## src/rtl/imem_stream_prefetch_if.sv

```systemverilog
// imem_stream_prefetch_if: icache-side and memory-side handshake bundle for the stream prefetcher.
interface imem_stream_prefetch_if #(parameter int WORD_W = 32) ();
  logic              mem_req_valid;
  logic [31:0]       mem_req_addr;
  logic              mem_req_ready;
  logic [WORD_W-1:0] mem_req_rdata;
  logic              mm_req_valid;
  logic              mm_req_ready;
  logic [31:0]       mm_req_addr;
  logic              mm_resp_valid;
  logic [WORD_W-1:0] mm_resp_data;
  modport slave (
    input  mem_req_valid, mem_req_addr, mm_req_ready, mm_resp_valid, mm_resp_data,
    output mem_req_ready, mem_req_rdata, mm_req_valid, mm_req_addr
  );
  modport master (
    output mem_req_valid, mem_req_addr, mm_req_ready, mm_resp_valid, mm_resp_data,
    input  mem_req_ready, mem_req_rdata, mm_req_valid, mm_req_addr
  );
endinterface

```

## src/rtl/imem_stream_prefetch.sv

```systemverilog
// imem_stream_prefetch: icache refill front-end with a one-line sequential stream buffer.
module imem_stream_prefetch #(
  parameter int BLOCK_SIZE  = 4,
  parameter int NUM_BLOCKS  = 4,
  parameter int PREFETCH_EN = 1
) (
  input  logic                  clk,
  input  logic                  reset,
  imem_stream_prefetch_if.slave bus,
  output logic [31:0]           stat_hits,
  output logic [31:0]           stat_misses
);
  localparam int WORD_W = 8 * BLOCK_SIZE;
  localparam int OFF    = $clog2(NUM_BLOCKS);
  localparam int TW     = 30 - OFF;
  localparam logic [2:0] IDLE     = 3'd0;
  localparam logic [2:0] DEM_ISS  = 3'd1;
  localparam logic [2:0] DEM_WAIT = 3'd2;
  localparam logic [2:0] RESP     = 3'd3;
  localparam logic [2:0] PF_ISS   = 3'd4;
  localparam logic [2:0] PF_WAIT  = 3'd5;
  logic [2:0]        r_state;
  logic              r_seen, r_pend, r_rdy, r_mm_valid;
  logic [31:2]       r_addr;
  logic [31:0]       r_mm_addr, r_hits, r_misses;
  logic [WORD_W-1:0] r_rdata;
  logic [WORD_W-1:0] r_buf [NUM_BLOCKS];
  logic [TW-1:0]     r_pf_tag, r_pf_itag;
  logic [NUM_BLOCKS-1:0] r_pf_vld;
  logic [OFF-1:0]    r_pf_word, w_pf_word;
  logic              w_acc, w_dem, w_hit, w_pf_need, w_unused;
  logic [31:2]       w_daddr;
  logic [TW-1:0]     w_dline, w_rline, w_rline_nx;
  logic [OFF-1:0]    w_dword, w_rword;
  assign w_acc      = bus.mem_req_valid && !r_seen;
  assign w_dem      = w_acc || r_pend;
  assign w_daddr    = w_acc ? bus.mem_req_addr[31:2] : r_addr;
  assign w_dline    = w_daddr[31:OFF+2];
  assign w_dword    = w_daddr[OFF+1:2];
  assign w_hit      = w_dline == r_pf_tag && r_pf_vld[w_dword];
  assign w_rline    = r_addr[31:OFF+2];
  assign w_rword    = r_addr[OFF+1:2];
  assign w_rline_nx = w_rline + TW'(1);
  assign w_pf_need  = (PREFETCH_EN != 0) && !(&r_pf_vld);
  assign w_unused   = ^bus.mem_req_addr[1:0];
  always_comb begin
    w_pf_word = '0;
    for (int i = NUM_BLOCKS - 1; i >= 0; i--) w_pf_word = r_pf_vld[i] ? w_pf_word : OFF'(i);
  end
  assign bus.mem_req_ready = r_rdy;
  assign bus.mem_req_rdata = r_rdata;
  assign bus.mm_req_valid  = r_mm_valid;
  assign bus.mm_req_addr   = r_mm_addr;
  assign stat_hits         = r_hits;
  assign stat_misses       = r_misses;
  always_ff @(posedge clk) begin
    if (reset) begin
      r_state    <= IDLE;
      r_seen     <= 1'b0;
      r_pend     <= 1'b0;
      r_addr     <= '0;
      r_rdy      <= 1'b0;
      r_rdata    <= '0;
      r_mm_valid <= 1'b0;
      r_mm_addr  <= '0;
      r_hits     <= '0;
      r_misses   <= '0;
      r_pf_tag   <= '0;
      r_pf_itag  <= '0;
      r_pf_vld   <= '0;
      r_pf_word  <= '0;
    end else begin
      r_seen <= bus.mem_req_valid;
      r_pend <= (r_pend || w_acc) && r_state != IDLE;
      r_addr <= w_acc ? bus.mem_req_addr[31:2] : r_addr;
      r_rdy  <= 1'b0;
      case (r_state)
        IDLE: begin
          if (w_dem && w_hit) begin
            r_state <= RESP;
            r_rdy   <= 1'b1;
            r_rdata <= r_buf[w_dword];
            r_hits  <= (r_hits == '1) ? r_hits : r_hits + 32'd1;
            if (&w_dword) begin
              r_pf_tag <= r_pf_tag + TW'(1);
              r_pf_vld <= '0;
            end
          end else if (w_dem) begin
            r_state    <= DEM_ISS;
            r_mm_valid <= 1'b1;
            r_mm_addr  <= {w_daddr, 2'b00};
            r_misses   <= (r_misses == '1) ? r_misses : r_misses + 32'd1;
          end else if (w_pf_need) begin
            r_state    <= PF_ISS;
            r_mm_valid <= 1'b1;
            r_mm_addr  <= {r_pf_tag, w_pf_word, 2'b00};
            r_pf_itag  <= r_pf_tag;
            r_pf_word  <= w_pf_word;
          end
        end
        DEM_ISS: if (bus.mm_req_ready) begin
          r_mm_valid <= 1'b0;
          r_state    <= DEM_WAIT;
        end
        DEM_WAIT: if (bus.mm_resp_valid) begin
          r_state <= RESP;
          r_rdy   <= 1'b1;
          r_rdata <= bus.mm_resp_data;
          if (w_rline == r_pf_tag) begin
            r_buf[w_rword]    <= bus.mm_resp_data;
            r_pf_vld[w_rword] <= 1'b1;
          end else if (w_rline_nx != r_pf_tag) begin
            r_pf_tag <= w_rline_nx;
            r_pf_vld <= '0;
          end
        end
        RESP: r_state <= IDLE;
        PF_ISS: if (bus.mm_req_ready) begin
          r_mm_valid <= 1'b0;
          r_state    <= PF_WAIT;
        end
        // a fill whose line was retargeted away while in flight is dropped
        PF_WAIT: if (bus.mm_resp_valid) begin
          r_state <= IDLE;
          if (r_pf_itag == r_pf_tag) begin
            r_buf[r_pf_word]    <= bus.mm_resp_data;
            r_pf_vld[r_pf_word] <= 1'b1;
          end
        end
        default: r_state <= IDLE;
      endcase
    end
  end
endmodule

```

## src/flat_wrapper.sv

```systemverilog
// flat-port wrapper written by rule: the top's interface ports become plain ports
module imem_stream_prefetch_flat 
#(
  parameter int BLOCK_SIZE  = 4,
  parameter int NUM_BLOCKS  = 4,
  parameter int PREFETCH_EN = 1
)
  (clk, reset, stat_hits, stat_misses, bus_mem_req_valid, bus_mem_req_addr, bus_mm_req_ready, bus_mm_resp_valid, bus_mm_resp_data, bus_mem_req_ready, bus_mem_req_rdata, bus_mm_req_valid, bus_mm_req_addr);
  imem_stream_prefetch_if #(.WORD_W(32)) bus_i ();
  input  logic clk;
  input  logic reset;
  output logic [31:0] stat_hits;
  output logic [31:0] stat_misses;
  input wire logic [$bits(bus_i.mem_req_valid)-1:0] bus_mem_req_valid;
  input wire logic [$bits(bus_i.mem_req_addr)-1:0] bus_mem_req_addr;
  input wire logic [$bits(bus_i.mm_req_ready)-1:0] bus_mm_req_ready;
  input wire logic [$bits(bus_i.mm_resp_valid)-1:0] bus_mm_resp_valid;
  input wire logic [$bits(bus_i.mm_resp_data)-1:0] bus_mm_resp_data;
  output wire logic [$bits(bus_i.mem_req_ready)-1:0] bus_mem_req_ready;
  output wire logic [$bits(bus_i.mem_req_rdata)-1:0] bus_mem_req_rdata;
  output wire logic [$bits(bus_i.mm_req_valid)-1:0] bus_mm_req_valid;
  output wire logic [$bits(bus_i.mm_req_addr)-1:0] bus_mm_req_addr;
  assign bus_i.mem_req_valid = bus_mem_req_valid;
  assign bus_i.mem_req_addr = bus_mem_req_addr;
  assign bus_i.mm_req_ready = bus_mm_req_ready;
  assign bus_i.mm_resp_valid = bus_mm_resp_valid;
  assign bus_i.mm_resp_data = bus_mm_resp_data;
  assign bus_mem_req_ready = bus_i.mem_req_ready;
  assign bus_mem_req_rdata = bus_i.mem_req_rdata;
  assign bus_mm_req_valid = bus_i.mm_req_valid;
  assign bus_mm_req_addr = bus_i.mm_req_addr;
  imem_stream_prefetch #(.BLOCK_SIZE(BLOCK_SIZE), .NUM_BLOCKS(NUM_BLOCKS), .PREFETCH_EN(PREFETCH_EN)) u_core (.clk(clk), .reset(reset), .bus(bus_i), .stat_hits(stat_hits), .stat_misses(stat_misses));
endmodule
```

## config.mk

```make
export PLATFORM = sky130hd
export DESIGN_NAME = imem_stream_prefetch_flat
export DESIGN_NICKNAME = d
export VERILOG_FILES = /design/src/rtl/imem_stream_prefetch_if.sv /design/src/rtl/imem_stream_prefetch.sv /design/src/flat_wrapper.sv
export SDC_FILE = /design/constraint.sdc
export NUM_CORES = 1
export LEC_CHECK = 0
export BUFFER_PORTS_ARGS = -buffer_cell sky130_fd_sc_hd__buf_2
export CAP_MARGIN = 20
export CELL_PAD_IN_SITES_DETAIL_PLACEMENT = 1
export CELL_PAD_IN_SITES_GLOBAL_PLACEMENT = 1
export CORE_AREA = 2 2 199 201
export DETAILED_ROUTE_END_ITERATION = 12
export DIE_AREA = 0 0 201 203
export PLACE_DENSITY_LB_ADDON = 0.1
export SLEW_MARGIN = 10
export SYNTH_ARGS = -nofsm -noshare
export SYNTH_HDL_FRONTEND = slang
export SYNTH_SLANG_ARGS = --single-unit
```

## constraint.sdc

```tcl
create_clock -name clk -period 4.6 [get_ports clk]
set_input_delay 0.46 -clock clk [delete_from_list [all_inputs] [get_ports clk]]
set_output_delay 0.46 -clock clk [all_outputs]
set_load 0.02 [all_outputs]
```

Yosys cells after proc, flatten, opt, wreduce, memory -nomap -nowiden:

Memories as Yosys holds them, arrays and structs flattened.
Cells that the tools add are included.

* register bits: 227
* latch bits: 0
* memory bits (writable): 128
* ROM bits: 0
* input bits: 69
* output and inout port bits: 130
* memories: 1

* add/subtract/negate cells: 4
* multiply operators: 0
* divide/modulo/power cells: 0
* magnitude comparators: 5
* eq/ne operators: 25
* shift-type cells: 0
* multiplexer cells: 59
* bitwise gates (word level): 7
* reduce and logical (&&, ||, !) cells: 26

Memories
* u_core.r_buf: depth 4, bits a word 32, read ports 1, clocked after Yosys merged registers in 0, wr ports 1, line imem_stream_prefetch.sv:27 `logic [WORD_W-1:0] r_buf [NUM_BLOCKS];`

Operators with widths (count)
* $mux 32: 5
* $mux 28: 5
* $eq 28x28->1: 3
* $add 32x1->32 const B: 2
* $eq 32x32->1 const B: 2
* $pmux 32 s2: 1
* $add 28x1->28 const B: 2
* $pmux 28 s2: 1
* $reduce_or 32->1: 1
* $mux 30: 1
* $mux 4: 7
* $ne 28x28->1: 1
* $mux 3: 7
* $mux 1: 20
* $reduce_and 4->1: 4
* $pmux 3 s5: 1
* $ne 2x1->1 const B: 6
* $ne 2x2->1 const B: 6
* $pmux 4 s3: 1
* $mux 2: 5
* $lt 2x3->1 const B: 3
* $reduce_and 3->1: 3
* $or 4x4->4: 2
* $reduce_and 7->1: 1
* 21 further kinds: 36

Depth between registers and ports, before layout:

Gate-level depths: netlist of the first run.

* depth after elaboration: 9
* depth in mapped cells: 14

Least setup slack after synthesis of the first run:

OpenSTA, ideal clock, no wires.

* kind: reg-to-reg
* from: register u_core.r_addr[16] (netlist name)
* to: memory u_core.r_buf[2][0], enable pin
* arrival time: 3.562 ns
* data required time: 4.177 ns
* setup slack: 0.615 ns
* cell stages (with the launch flop): 10
* cells stage by stage: dfxtp_1 > clkbuf_1 > xor2_1 > or4_1 > nor4_1 > nand4_1 > or2_2 > inv_1 > a32oi_1 > nor2_1

* cells in the longest elaborated chain, start to end: 7

RTL lines
* start, declared: line imem_stream_prefetch.sv:24 `logic [31:2] r_addr;`
* start signal, assigned: line imem_stream_prefetch.sv:75 `r_addr <= w_acc ? bus.mem_req_addr[31:2] : r_addr;`
* $eq 28x28->1: line imem_stream_prefetch.sv:109 `if (w_rline == r_pf_tag) begin`
* $mux 1: line imem_stream_prefetch.sv:109
* $mux 1: line imem_stream_prefetch.sv:105 `DEM_WAIT: if (bus.mm_resp_valid) begin`
* $mux 1: line imem_stream_prefetch.sv:77 `case (r_state)`
* $mux 1: line imem_stream_prefetch.sv:57 `if (reset) begin`
* $mux 1 (not written as such): line imem_stream_prefetch.sv:110 `r_buf[w_rword] <= bus.mm_resp_data;`
* $mux 1 (no source line)
* end, declared: line imem_stream_prefetch.sv:27

No other way between the ends.

Final worst setup path of the first run:

* from: register u_core.r_addr[4] (netlist name)
* to: register u_core.r_pf_vld[2]

* cells in the longest elaborated chain, start to end: 6

RTL lines
* parallel branches: the longest is 6 deep, another holds $add 28x1->28
* end signal, assigned: line imem_stream_prefetch.sv:70 `r_pf_vld <= '0;`
* end signal, assigned: line imem_stream_prefetch.sv:86 `r_pf_vld <= '0;`
* end signal, assigned by index: line imem_stream_prefetch.sv:111 `r_pf_vld[w_rword] <= 1'b1;`
* end, declared: line imem_stream_prefetch.sv:29 `logic [NUM_BLOCKS-1:0] r_pf_vld;`

Several ways; the timed one is not identified. The select of a mux whose other input is x is not followed.
A chain may end at the register's enable or synchronous reset.

==> results.txt, run 1 <==
----------------------------------------------------
[CTS]
  TritonCTS Sinks ... 353
  Quantity of gates resized following cts ... 0
  Setup Fix Bufs, Post-CTS ... 0
  # hold bufs at CTS ... 0
  Buffers from clock root to sink, at most ... 3
  Clk root buf ... sky130_fd_sc_hd__clkbuf_16
  Clock network latency to the later pin of the worst-skew pair ... 0.57 ns
  Clock input transition at the sequential cells of the worst setup and hold paths ... 0.06 ns
  Inserted Clock Buffers ... 40
  TritonCTS clock tree ... done
  Maximum level of the CTS H-tree ... 2

[Timing]
  Final number of hold-violating endpoints ... 0
  Clock tree skew after final layout ... 0.0155 ns
  Unrepaired setup endpoints after global routing ... false
  Final Slew Violations ... 0
  Total setup violations reported at the end of the flow ... 0
  Min Tclk post-route ... 3.87 ns
  Relative slew margins ... 0.331
  Worst slew pin tran ... 1.00 ns
  Setup TNS ... 0 ns
  Final worst slack ... 0.733 ns
  Maximum clock frequency ... 259 MHz
  Post-route fraction of the period consumed by the critical path ... 0.841

[Floorplanning]
  Row count ... 72
  Initial core utilization ... 0.458
  Die X ... 201 um
  Boundary pin count ... 199
  Core Area ... 38,500 sq um
  Die Ht ... 203 um
  Die ar. ... 40,800 sq um

[Worst setup path]
  Required time of the worst setup path ... 5.11 ns
  Highest fanout seen on the critical path ... 32
  Critical-path top delay cell ... sky130_fd_sc_hd__nor4_4
  Type of element launching the critical path ... flip-flop
  Cell occurring most often along the worst timing path ... sky130_fd_sc_hd__nand4_1
  Maximum single-stage delay on the critical path ... 0.59 ns
  Crit path kind ... reg -> reg
  Worst setup EP type ... flip-flop
  Critical path cell sequence ... ha_1, nand4_1, nor4_4, nand4_1, o21a_1, nor3_1, nand4_1, a211o_1, buf_4, a21oi_1, a21o_1
  Buf+Inv Stages, Crit Path ... 1
  Top delay family on crit path ... simple AND/OR/NAND/NOR gates
  Arrival time of the worst setup path ... 4.38 ns

[Detailed routing]
  Post-route ant nets ... 0
  Routed vias ... 14,400
  Met2 Wirelength ... 24.7 mm
  Met1 wire length ... 24.8 mm
  Routed length per instance ... 21.1 um
  Total length of routed wires ... 53.2 mm
  Routed wl met3 ... 2.27 mm
  Initial DRT Pass Iterations ... 5
  Initial DRC Count ... 853
  Number of design rule violations left after detail routing ... 0
  Highest layer used for signal routing ... met4
  Routed via count divided by cell count ... 5.72

[Placed design]
  Buffers on Ports ... 194
  Sum of net half-perimeters after detailed placement ... 36.7 mm
  Placer's final routability congestion estimate ... 0.945
  Pre-CTS setup slack ... 0.714 ns
  Total placed instance area ... 19,100 sq um
  # placed instances ... 2,447

[Power and ir drop]
  Worst IR Drop VDD ... 0.337 mV
  Net switching share of the total power ... 0.344
  Switching power total ... 0.00332 W
  Power share of the combinational group ... 0.265
  LEAKAGE ... 7.65 nW
  Total internal power ... 0.00634 W
  Final Power ... 0.00966 W
  Part of the power in registers ... 0.384
  Power per Cell Area ... 471 nW/um^2
  Share of total power in the clock network ... 0.351

[GRT]
  First-pass GRT wire length ... 84.6 mm
  Total grt overflow ... 0
  Via count of the first global-routing pass ... 14,800
  Largest net degree at the start of global routing ... 90
  GRT Total Usage ... 0.261
  Number of antenna violations at the first check in global routing ... 2

[Synth]
  EDFF count, synth ... 128
  Sequential area share after synthesis ... 0.474
  Share of the synthesized area in the top cell type ... 0.256
  Avg Cell Area, Syn ... 9.59 sq um
  Gate count after technology mapping ... 1,838
  Async set-reset flop share out of synthesis ... 0
  Dominant synthesized flop cell ... sky130_fd_sc_hd__dfxtp_1
  Synth warn ... 0
  Post-synthesis instance area ... 17,600 sq um
  Synth Register Bits ... 353
  Top cells by area, synth ... sky130_fd_sc_hd__dfxtp_1 26%, sky130_fd_sc_hd__edfxtp_1 22%, sky130_fd_sc_hd__nand2_1 4.7%, sky130_fd_sc_hd__xnor2_1 4.6%, sky130_fd_sc_hd__nor2_1 4.3%
  Count of unique library cells instantiated by Yosys ... 83
  Cell type with the largest total area after synthesis ... sky130_fd_sc_hd__dfxtp_1

[Layout]
  Ratio of cells with drive above 1 in the final layout ... 0.206
  Filler-free cell count of the finished design ... 2,521
  Commonest non-fill, non-tap cell in the layout ... sky130_fd_sc_hd__dfxtp_1
  Synthesis-to-finish area growth ... 16.3%
  Post-layout instance area ... 20,500 sq um
  Leading cell types in the layout, fill and taps excluded ... 225 x sky130_fd_sc_hd__dfxtp_1, 221 x sky130_fd_sc_hd__nand2_1, 198 x sky130_fd_sc_hd__nor2_1
  Total Nets Final ... 2,044
  Number of fill cells in the layout ... 4,379

[Run]
  # Max-Cap Violations ... 0

[Min path]
  Type of the tightest min-delay check ... in -> reg

[Outcome]
  Outcome ... completed

----------------------------------------------------
-- per-stage QoR --
stage | hold slack [ns] | util
after floorplan | 0.460 | -
after global placement | 0.441 | 0.496
final | 0.122 | 0.533
after global routing | 0.109 | 0.533
after CTS | 0.0950 | 0.533
after detailed placement | 0.446 | 0.496
-- area by class of cell --
cell class                 count  area [sq um]  area share
antenna                        2          5.00    0.000244
inverter                      40           150     0.00732
multi-input combinational   1290          8520       0.415
timing repair buffer         246          1430      0.0699
clock buffer                  48          1100      0.0538
clock inverter                24           303      0.0148
sequential                   353          8350       0.407
tap                          518           648      0.0316
-- registers in the layout, summed over array words and instances (netlist names), 2 cells and up --
signal,count
u_core.r_pf_word,2
u_core.stat_hits,32
u_core.r_pf_tag,28
u_core.r_state,3
u_core.bus.mm_req_addr,30
u_core.r_addr,30
u_core.bus.mem_req_rdata,32
u_core.r_pf_vld,4
u_core.stat_misses,32
u_core.r_buf,128
u_core.r_pf_itag,28
-- synthesized netlist by cell type, drive strengths merged (4+ instances only) --
cell,n
a31o,5
a2111oi,6
nor2,204
and3,18
a221oi,4
a211oi,19
dfxtp,225
a311oi,32
o41ai,4
or3,10
inv,40
o22ai,12
mux2i,72
o21ai,59
buf,59
ha,4
nor3,51
xnor2,92
mux4,33
o31ai,7
or4,11
mux2,18
a21o,6
nor3b,6
or2,9
edfxtp,128
nor2b,24
nand3,65
o211ai,19
clkbuf,97
and4,9
nand4,36
nand2b,19
nand2,222
a21oi,73
nor4,30
and2,5
a31oi,18
xor2,57
-- worst register-to-register path: stages, from the launching register on --
cell	delay (ns)
sky130_fd_sc_hd__dfxtp_1	0.47
sky130_fd_sc_hd__ha_1	0.37
sky130_fd_sc_hd__nand4_1	0.29
sky130_fd_sc_hd__nor4_4	0.59
sky130_fd_sc_hd__nand4_1	0.28
sky130_fd_sc_hd__o21a_1	0.18
sky130_fd_sc_hd__nor3_1	0.21
sky130_fd_sc_hd__nand4_1	0.27
sky130_fd_sc_hd__a211o_1	0.32
sky130_fd_sc_hd__buf_4	0.25
sky130_fd_sc_hd__a21oi_1	0.40
sky130_fd_sc_hd__a21o_1	0.19
-- layer usage --
| metal | global-route usage | vias to the layer above |
|---|---|---|
| met5 | 0 | - |
| met4 | 0.0852 | 0 |
| met3 | 0.0398 | 71 |
| met2 | 0.428 | 315 |
| met1 | 0.355 | 7215 |
| li1 | - | 6826 |
-- power by group through the flow --
stage	sequential (W)	combinational (W)	clock (W)
after floorplan	0.00378	0.00172	0
after global placement	0.00376	0.00250	0
after detailed placement	0.00377	0.00256	0
after CTS	0.00370	0.00257	0.00345
after global routing	0.00374	0.00281	0.00358
final	0.00371	0.00256	0.00339
-- logic make-up (layout without fill, tap and decap cells) --
family / Yosys count / count (layout) / share of synthesized area
compound gates: 288 / 288 / 0.111
xor+xnor: 149 / 149 / 0.0740
fa+ha+maj: 4 / 4 / 0.00284
buf+inv: 196 / 358 / 0.0468
flops: 353 / 353 / 0.474
mux: 123 / 123 / 0.0950
other cells: 1 / 4 / 0.000213
simple gates: 724 / 724 / 0.197
-- final timing paths --
| check | start | to | slack, ns | cells after the start |
|---|---|---|---|---|
| setup reg to reg | u_core.r_addr[4] | u_core.r_pf_vld[2] | 0.73 | 11 |
| hold / removal | bus_mm_resp_data[22] | u_core.r_buf[1][22] | 0.12 | 1 |
| setup / recovery | u_core.r_addr[4] | u_core.r_pf_vld[2] | 0.73 | 11 |
| hold reg to reg | u_core.bus.mm_req_addr[23] | u_core.bus.mm_req_addr[23] | 0.45 | 2 |
No activity file was read; power rests on OpenSTA's default activity.
==> run 2, diff against run 1 <==
Clock period 4.6 ns to 4.1 ns, I/O delays scaled along.
==> results.txt, run 2 (synthesis gave the netlist of run 1 again) <==
----------------------------------------------------
[Floorplanning]
  Die ar. ... 40,800 sq um
  Boundary pin count ... 199
  Core Area ... 38,500 sq um
  Row count ... 72
  Die Ht ... 203 um
  Die X ... 201 um
  Initial core utilization ... 0.458

[Timing]
  Relative slew margins ... 0.344
  Clock tree skew after final layout ... 0.0171 ns
  Final Slew Violations ... 0
  Final number of hold-violating endpoints ... 0
  Post-route fraction of the period consumed by the critical path ... 0.907
  Setup TNS ... 0 ns
  Unrepaired setup endpoints after global routing ... false
  Min Tclk post-route ... 3.72 ns
  Worst slew pin tran ... 0.984 ns
  Maximum clock frequency ... 269 MHz
  Total setup violations reported at the end of the flow ... 0

[CTS]
  Clock input transition at the sequential cells of the worst setup and hold paths ... 0.06 ns
  Quantity of gates resized following cts ... 0
  Clock network latency to the later pin of the worst-skew pair ... 0.57 ns
  Maximum level of the CTS H-tree ... 2
  TritonCTS Sinks ... 353
  Clk root buf ... sky130_fd_sc_hd__clkbuf_16
  Setup Fix Bufs, Post-CTS ... 0
  Inserted Clock Buffers ... 41
  Buffers from clock root to sink, at most ... 3
  TritonCTS clock tree ... done
  # hold bufs at CTS ... 0

[Worst setup path]
  Crit path kind ... reg -> reg
  Type of element launching the critical path ... flip-flop
  Critical path cell sequence ... buf_4, inv_1, a2111oi_1, a31oi_1, nor4_1, nand4b_1, o21ai_4, nand3_2, nor2_4, a211oi_1
  Top delay family on crit path ... simple AND/OR/NAND/NOR gates
  Worst setup EP type ... flip-flop
  Arrival time of the worst setup path ... 4.13 ns
  Maximum single-stage delay on the critical path ... 0.59 ns
  Highest fanout seen on the critical path ... 19
  Critical-path top delay cell ... sky130_fd_sc_hd__dfxtp_1
  Buf+Inv Stages, Crit Path ... 2
  Required time of the worst setup path ... 4.52 ns

[Outcome]
  Outcome ... completed

[Placed design]
  Sum of net half-perimeters after detailed placement ... 36.9 mm
  Buffers on Ports ... 194
  Placer's final routability congestion estimate ... 0.898

[Detailed routing]
  Initial DRT Pass Iterations ... 5
  Total length of routed wires ... 53.9 mm
  Post-route ant nets ... 0
  Routed via count divided by cell count ... 5.72
  Routed length per instance ... 21.3 um
  Routed vias ... 14,500
  Number of design rule violations left after detail routing ... 0
  Initial DRC Count ... 810

[Layout]
  Synthesis-to-finish area growth ... 16.9%
  Total Nets Final ... 2,056
  Number of fill cells in the layout ... 4,343
  Commonest non-fill, non-tap cell in the layout ... sky130_fd_sc_hd__dfxtp_1
  Area of the multi-input gates ... 8520 sq um
  Flip-flop count of the largest register after layout ... 128
  Sequential standard cell area ... 8350 sq um
  Reg with most FFs ... u_core.r_buf
  Ratio of cells with drive above 1 in the final layout ... 0.207
  Utilization after layout ... 0.536
  Leading cell types in the layout, fill and taps excluded ... 225 x sky130_fd_sc_hd__dfxtp_1, 221 x sky130_fd_sc_hd__nand2_1, 198 x sky130_fd_sc_hd__nor2_1

[GRT]
  Number of antenna violations at the first check in global routing ... 1
  Largest net degree at the start of global routing ... 180
  GRT Total Usage ... 0.263
  First-pass GRT wire length ... 84.8 mm
  Total grt overflow ... 0
  Via count of the first global-routing pass ... 15,000

[Power and ir drop]
  Worst IR Drop VDD ... 0.426 mV
  LEAKAGE ... 7.72 nW
  Power per Cell Area ... 525 nW/um^2

[Min path]
  Type of the tightest min-delay check ... in -> reg

[Run]
  # Max-Cap Violations ... 0

----------------------------------------------------
==> run 2: changes by cell type in the layout (fill, tap and decap cells not counted) <==
cell	change
sky130_fd_sc_hd__clkbuf_8	+2
sky130_fd_sc_hd__clkbuf_1	+5
sky130_fd_sc_hd__clkbuf_16	+1
sky130_fd_sc_hd__clkinv_1	+5
sky130_fd_sc_hd__clkinv_2	-1
sky130_fd_sc_hd__bufinv_16	-2
sky130_fd_sc_hd__inv_6	-2
sky130_fd_sc_hd__diode_2	-1
sky130_fd_sc_hd__buf_4	+6
sky130_fd_sc_hd__clkinv_8	-1
sky130_fd_sc_hd__clkinvlp_4	-3
sky130_fd_sc_hd__buf_12	+5
==> run 2: final timing paths <==
| path | from | endpoint | slack, ns | cells past startpoint |
|---|---|---|---|---|
| setup / recovery | u_core.r_addr[5] | u_core.r_pf_tag[20] | 0.38 | 10 |
| hold / removal | bus_mm_resp_data[10] | u_core.r_buf[2][10] | 0.07 | 1 |
| setup reg to reg | u_core.r_addr[5] | u_core.r_pf_tag[20] | 0.38 | 10 |
| hold reg to reg | u_core.bus.mm_req_addr[21] | u_core.bus.mm_req_addr[21] | 0.45 | 2 |
==> run 2: layer usage <==
layer,track usage,vias up,wire length [um]
met5,0,-,0
met4,0.0860,0,1510
met3,0.0454,85,2790
met2,0.439,353,25200
met1,0.348,7220,24400
li1,-,6840,-
==> run 2: where the power goes <==
group	switching (W)	internal [W]
sequential	0.000287	0.00388
combinational	0.00191	0.00103
clock	0.00152	0.00220
==> run 2: metrics by stage <==
step                      hold WS [ns]  instances  setup slack, ns  instance area (sq um)  total power (W)
final                           0.0702       2535            0.383                  20600           0.0108
after global routing            0.0606       2534           0.0745                  20600           0.0114
after detailed placement         0.445       2458            0.194                  19200          0.00717
after global placement           0.439       2458            0.300                  19200          0.00708
after floorplan                  0.460       1839            0.115                  17600          0.00618
after CTS                       0.0428       2534            0.408                  20600           0.0109
==> run 2: cell type report <==
class | count | area share
diodes | 1 | 0.000121
clock buffers | 56 | 0.0569
flip-flops and latches | 353 | 0.405
repair buffers | 257 | 0.0765
inverters | 40 | 0.00728
clock inverters | 20 | 0.00971
multi-input cells | 1290 | 0.413
well taps | 518 | 0.0314
